[config.mk]
export PLATFORM = sky130hd
export DESIGN_NAME = mf_disp_scan_gen
export DESIGN_NICKNAME = d
export VERILOG_FILES = /design/src/rtl/mf_disp_scan_gen_pkg.sv /design/src/rtl/mf_disp_delay_pipe.sv /design/src/rtl/mf_disp_scan_gen.sv
export SDC_FILE = /design/constraint.sdc
export NUM_CORES = 1
export LEC_CHECK = 0
export ABC_AREA = 1
export CAP_MARGIN = 10
export CORE_MARGIN = 2
export CORE_UTILIZATION = 40
export CTS_BUF_LIST = sky130_fd_sc_hd__clkbuf_8
export CTS_CLUSTER_SIZE = 28
export DETAILED_ROUTE_END_ITERATION = 10
export GPL_ROUTABILITY_DRIVEN = 0
export PLACE_DENSITY = 0.58
export SYNTH_ARGS = -nofsm -noshare
export SYNTH_HDL_FRONTEND = slang
export SYNTH_HIERARCHICAL = 1
export SYNTH_SLANG_ARGS = --single-unit
[constraint.sdc]
create_clock -name pix_clk -period 1.9 [get_ports pix_clk]
set_input_delay 0.38 -clock pix_clk [delete_from_list [all_inputs] [get_ports pix_clk]]
set_output_delay 0.38 -clock pix_clk [all_outputs]
set_load 0.005 [all_outputs]
[src/rtl/mf_disp_scan_gen_pkg.sv]
// Shared defaults (640x480@60, 8x replication) and swap FSM encoding for the
// display scan-out controller.
package mf_disp_scan_gen_pkg;

    localparam int DEF_H_ACT    = 640;
    localparam int DEF_H_FP     = 16;
    localparam int DEF_H_SYNC   = 96;
    localparam int DEF_H_BP     = 48;
    localparam int DEF_V_ACT    = 480;
    localparam int DEF_V_FP     = 10;
    localparam int DEF_V_SYNC   = 2;
    localparam int DEF_V_BP     = 33;
    localparam int DEF_SCALE_SH = 3;
    localparam int DEF_IMG_W    = 80;
    localparam int DEF_RD_LAT   = 3;

    typedef enum logic {
        SW_IDLE = 1'b0,
        SW_PEND = 1'b1
    } swap_state_e;

endpackage

[src/rtl/mf_disp_delay_pipe.sv]
// Fixed-depth shift register used to align timing flags with read data.
module mf_disp_delay_pipe #(
    parameter int WIDTH = 1,
    parameter int DEPTH = 1
) (
    input  logic             clk_i,
    input  logic             reset_i,
    input  logic [WIDTH-1:0] d_i,
    output logic [WIDTH-1:0] q_o
);

    logic [DEPTH-1:0][WIDTH-1:0] pipe_q;

    always_ff @(posedge clk_i) begin
        if (reset_i) begin
            pipe_q <= '0;
        end else begin
            pipe_q[0] <= d_i;
            for (int i = 1; i < DEPTH; i++) pipe_q[i] <= pipe_q[i-1];
        end
    end

    assign q_o = pipe_q[DEPTH-1];

endmodule

[src/rtl/mf_disp_scan_gen.sv]
// Pixel-clock scan-out: H/V timing, replicated frame-buffer read addressing,
// sync/blank realignment with returned RGB, and vblank-aligned buffer swap.
module mf_disp_scan_gen
    import mf_disp_scan_gen_pkg::*;
#(
    parameter int   H_ACT    = DEF_H_ACT,
    parameter int   H_FP     = DEF_H_FP,
    parameter int   H_SYNC   = DEF_H_SYNC,
    parameter int   H_BP     = DEF_H_BP,
    parameter int   V_ACT    = DEF_V_ACT,
    parameter int   V_FP     = DEF_V_FP,
    parameter int   V_SYNC   = DEF_V_SYNC,
    parameter int   V_BP     = DEF_V_BP,
    parameter logic HS_POL   = 1'b0,
    parameter logic VS_POL   = 1'b0,
    parameter int   SCALE_SH = DEF_SCALE_SH,
    parameter int   IMG_W    = DEF_IMG_W,
    parameter int   RD_LAT   = DEF_RD_LAT
) (
    input  logic        pix_clk,
    input  logic        reset,
    input  logic        swap_req,
    output logic        swap_ack,
    output logic        pix_fb_active_sel,
    output logic        pix_rd_vld,
    output logic [15:0] pix_rd_addr,
    input  logic [5:0]  pix_rd_rdata,
    input  logic [5:0]  pix_rd_gdata,
    input  logic [5:0]  pix_rd_bdata,
    output logic        vga_hs,
    output logic        vga_vs,
    output logic        vga_de,
    output logic [5:0]  vga_r,
    output logic [5:0]  vga_g,
    output logic [5:0]  vga_b
);

    localparam int H_TOT = H_ACT + H_FP + H_SYNC + H_BP;
    localparam int V_TOT = V_ACT + V_FP + V_SYNC + V_BP;
    localparam int HW    = $clog2(H_TOT);
    localparam int VW    = $clog2(V_TOT);

    localparam logic [HW-1:0] H_ACT_C   = HW'(H_ACT);
    localparam logic [HW-1:0] H_ALAST_C = HW'(H_ACT - 1);
    localparam logic [HW-1:0] H_SS_C    = HW'(H_ACT + H_FP);
    localparam logic [HW-1:0] H_SE_C    = HW'(H_ACT + H_FP + H_SYNC);
    localparam logic [HW-1:0] H_LAST_C  = HW'(H_TOT - 1);
    localparam logic [VW-1:0] V_ACT_C   = VW'(V_ACT);
    localparam logic [VW-1:0] V_ALAST_C = VW'(V_ACT - 1);
    localparam logic [VW-1:0] V_SS_C    = VW'(V_ACT + V_FP);
    localparam logic [VW-1:0] V_SE_C    = VW'(V_ACT + V_FP + V_SYNC);
    localparam logic [VW-1:0] V_LAST_C  = VW'(V_TOT - 1);
    localparam logic [13:0]   IMG_W_C   = 14'(IMG_W);

    // ---------------- timing counters ----------------
    logic [HW-1:0] h_q, h_d;
    logic [VW-1:0] v_q, v_d;
    logic          h_end, v_end, act, hs_on, vs_on;

    assign h_end = (h_q == H_LAST_C);
    assign v_end = (v_q == V_LAST_C);
    assign act   = (h_q < H_ACT_C) && (v_q < V_ACT_C);
    assign hs_on = (h_q >= H_SS_C) && (h_q < H_SE_C);
    assign vs_on = (v_q >= V_SS_C) && (v_q < V_SE_C);

    always_comb begin
        h_d = h_q + 1'b1;
        v_d = v_q;
        if (h_end) begin
            h_d = '0;
            v_d = v_end ? '0 : v_q + 1'b1;
        end
    end

    // ---------------- incremental address generator ----------------
    logic [13:0]         idx_q, idx_d, base_q, base_d;
    logic [SCALE_SH-1:0] hrep_q, hrep_d, vrep_q, vrep_d;

    always_comb begin
        idx_d  = idx_q;
        base_d = base_q;
        hrep_d = hrep_q;
        vrep_d = vrep_q;
        if (act) begin
            hrep_d = hrep_q + 1'b1;
            if (hrep_q == '1) idx_d = idx_q + 14'd1;
            // End of an active line: rewind to this source line or step to the next one.
            if (h_q == H_ALAST_C) begin
                hrep_d = '0;
                vrep_d = vrep_q + 1'b1;
                if (vrep_q == '1) begin
                    base_d = base_q + IMG_W_C;
                    idx_d  = base_q + IMG_W_C;
                end else begin
                    idx_d  = base_q;
                end
            end
        end
        if (h_end && v_end) begin
            idx_d  = '0;
            base_d = '0;
            hrep_d = '0;
            vrep_d = '0;
        end
    end

    // ---------------- swap FSM ----------------
    swap_state_e st_q, st_d;
    logic        swap_pt, take;

    assign swap_pt = h_end && (v_q == V_ALAST_C);

    always_comb begin
        st_d = st_q;
        take = 1'b0;
        if (swap_pt && (st_q == SW_PEND || swap_req)) begin
            take = 1'b1;
            st_d = SW_IDLE;
        end else if (swap_req) begin
            st_d = SW_PEND;
        end
    end

    // ---------------- flag alignment ----------------
    // Sync is carried as an "asserted" flag so a cleared pipe means idle sync.
    logic [2:0] flags_t;

    mf_disp_delay_pipe #(
        .WIDTH (3),
        .DEPTH (1 + RD_LAT)
    ) u_flag_pipe (
        .clk_i   (pix_clk),
        .reset_i (reset),
        .d_i     ({act, hs_on, vs_on}),
        .q_o     (flags_t)
    );

    logic        rd_vld_q, de_q, hs_q, vs_q, sel_q, ack_q;
    logic [15:0] rd_addr_q;
    logic [5:0]  r_q, g_q, b_q;

    always_ff @(posedge pix_clk) begin
        if (reset) begin
            h_q       <= '0;
            v_q       <= '0;
            idx_q     <= '0;
            base_q    <= '0;
            hrep_q    <= '0;
            vrep_q    <= '0;
            st_q      <= SW_IDLE;
            sel_q     <= 1'b0;
            ack_q     <= 1'b0;
            rd_vld_q  <= 1'b0;
            rd_addr_q <= '0;
            de_q      <= 1'b0;
            hs_q      <= ~HS_POL;
            vs_q      <= ~VS_POL;
            r_q       <= '0;
            g_q       <= '0;
            b_q       <= '0;
        end else begin
            h_q       <= h_d;
            v_q       <= v_d;
            idx_q     <= idx_d;
            base_q    <= base_d;
            hrep_q    <= hrep_d;
            vrep_q    <= vrep_d;
            st_q      <= st_d;
            sel_q     <= sel_q ^ take;
            ack_q     <= take;
            rd_vld_q  <= act;
            if (act) rd_addr_q <= {idx_q, 2'b00};
            de_q      <= flags_t[2];
            hs_q      <= flags_t[1] ? HS_POL : ~HS_POL;
            vs_q      <= flags_t[0] ? VS_POL : ~VS_POL;
            r_q       <= flags_t[2] ? pix_rd_rdata : '0;
            g_q       <= flags_t[2] ? pix_rd_gdata : '0;
            b_q       <= flags_t[2] ? pix_rd_bdata : '0;
        end
    end

    assign swap_ack          = ack_q;
    assign pix_fb_active_sel = sel_q;
    assign pix_rd_vld        = rd_vld_q;
    assign pix_rd_addr       = rd_addr_q;
    assign vga_de            = de_q;
    assign vga_hs            = hs_q;
    assign vga_vs            = vs_q;
    assign vga_r             = r_q;
    assign vga_g             = g_q;
    assign vga_b             = b_q;

endmodule

==> results.md <==
- Later-pin clock latency in the skew report: 0.38 ns
- Initial antenna violation count: 0
- Pleak: roughly 2.2 nW
- Critical path type: flip-flop to flip-flop
- Core ar.: approximately 11,000 µm²
- Peak VDD IR: 0.000502 V
- DRT Pass-1 Iters: 4
- Flop2flop setup slack: ~0.21 ns
- Initial Util: between 40% and 50%
- Iteration-0 DRC count of the detailed router: about 180
- CP max-delay cell: dfxtp_1
- H-tree Lvls: 3
- Multi-input gate area: roughly 2000 µm²
- Worst path max stage delay: approximately 0.38 ns
- Most frequent cells in the layout: nand2_1, dfxtp_1, nor2_1, inv_1, clkdlybuf4s50_1
- Post-Syn Area: about 4500 µm²
- Crit-path most repeated cell: nand3_4
- CTS root buffer: clkbuf_8
- Fillers: 1,124
- Fmax achieved: around 0.59 GHz
- Vias per cell: roughly 4.7
- Wire per inst: between 10 and 15 µm
- Row Count: 38
- Nets: approximately 710
- Post-synthesis sequential area ratio: 44.8%
- Final setup TNS: 0 ns
- Largest net degree at the start of global routing: 25
- Clock slew at reported path FFs: about 0.1 ns
- Final WL: 9.59 mm
- Final Max Tran Viols: 0
- Period utilization: between 80% and 90%
- All-Layer GR Usage: between 10% and 20%
- Synth Register Bits: around 100
- Overflow after GRT: 0
- Layout cell share with drive strength beyond 1: about 7.9%
- Status: completed
- Clock Tree Buf Depth: 2
- Final ANT Viol Nets: 0
- Global-route wire length before repair: about 16 mm
- Worst hold margin: 0.384 ns
- Syn avg cell area: approximately 7.3 µm²
- Die area: between 10,000 and 15,000 µm²
- CP Launch Type: flip-flop
- Crit path required time: roughly 2.2 ns
- Register area: 2020 µm²
- Die Width: ~110 µm
- Mapped Cells: 617
- Most common cell after layout, fill and taps aside: nand2_1
- CTS tree: yes
- DRC: 0
- Worst Clk Skew: between 0.009 and 0.01 ns
- I/O pin cnt: 61
- Die Span Y: roughly 110 µm
- Synth-to-Final Area Change: 20.8%
- Synth warnings: 6
- # clock sinks: 101
- Vias post-DR: around 3,800
- Hold Path Class: flip-flop to flip-flop
- Detailed Place HPWL: 7.13 mm
- Core Util, Final: 49.9%
- Vias in the first global route: around 3,600
- Synth unique cells: 35
- Synth top area cells: dfxtp_1, nand2_1, nor2_1
- Top cell type's share of synthesized area: roughly 45%
- Data arrival, critical path: around 2.0 ns
- Critical path fanouts, max: 17
- CP endpoint kind: flip-flop
- Minimum clock period: ~1.7 ns
- Max-Cap Viols: 0
- Pwr dens: between 600 and 700 nW/µm²
- Final Hold Fails: 0
- Number of port buffers: 58
- Final setup fails: 0
- Antenna Cells: 0
- Post-CTS Setup Inserts: 0
- Area leader, netlist: dfxtp_1
- RSZ-0062 raised after global routing: false
- Crit-path cells: ha_1 -> nand3_4 -> nor2_4 -> nand3_4 -> clkinv_2 -> nand2_4 -> o21ai_0 -> a21oi_1
- CTS Buf Count: 9
## per-stage QoR
stage	cells	power, mW	setup slack, ns	instance area [µm²]
after floorplan	618	2.30	0.349	4520
after global placement	807	2.38	0.171	5250
after detailed placement	807	2.39	0.168	5250
after CTS	823	3.81	0.145	5450
after global routing	823	3.91	0.00842	5450
final	823	3.74	0.213	5450
## power by group
| part | internal, mW | total, mW | switching [mW] |
|---|---|---|---|
| Sequential | 2.14 | 2.16 | 0.0177 |
| Combinational | 0.0951 | 0.177 | 0.0816 |
| Clock | 0.625 | 1.40 | 0.779 |
| Total | 2.86 | 3.74 | 0.878 |
## cells by family after synthesis
logic type	share of synthesized area, %
and+or+nand+nor	28.1
buffers and inverters	10.9
DFF	44.8
AOI/OAI and AO/OA	10.4
xor gates and xnor gates	2.91
adders and majority gates	2.77
other	0.0831
## worst max-delay path, delay by kind of cell (launching register included)
kind	cells	cell delay (ns)
fa+ha+maj	1	0.24
compound gates	2	0.26
simple gates	4	0.54
buf+inv	1	0.16
flops	1	0.38
## worst paths after layout
check	from	depth (start not counted)	end
setup / recovery	h_q[1]	8	vrep_q[0]
hold / removal	u_flag_pipe/q_o[1]	1	vga_hs
setup reg to reg	h_q[1]	8	vrep_q[0]
hold reg to reg	u_flag_pipe/q_o[1]	1	vga_hs
## flip-flops by register name, summed over array words and instances, names as in the netlist, 3 cells and up
name / cells
base_q: 10
h_q: 10
hrep_q: 3
idx_q: 14
pix_rd_addr: 14
u_flag_pipe/pipe_q: 9
u_flag_pipe/q_o: 3
v_q: 10
vga_b: 6
vga_g: 6
vga_r: 6
vrep_q: 3
## routing by layer
metal	share of wire [%]	GRT usage, %	vias up
li1	-	-	2050
met1	50	21.4	1694
met2	43	27.7	88
met3	6.4	5.76	2
met4	0.42	4.73	0
met5	0	0	-
## cell usage after synthesis (all sizes together)
cell type,number
xor2,10
ha,10
nand4,16
o21bai,4
buf,20
inv,88
nor2,101
nand2,131
clkbuf,3
nand3b,3
nor4,1
conb,1
nor3,6
a21oi,49
nor3b,1
a31o,1
nand3,32
o211ai,1
o21ai,32
xnor2,5
clkinv,1
dfxtp,101
## layout make-up
type	count	share of cell area, %
Multi-Input combinational cell	405	36.8
Clock inverter	7	1.45
Timing Repair Buffer	72	13.0
Clock buffer	9	2.27
Tap cell	140	3.21
Sequential cell	101	37.1
Inverter	89	6.20
## what timing repair did
item,4_1_cts,5_1_grt
hold buffers,0,0
hold endpoints to repair,0,0
resized for setup,0,1
setup endpoints to repair,0,2
No activity file was read; power rests on OpenSTA's default activity.
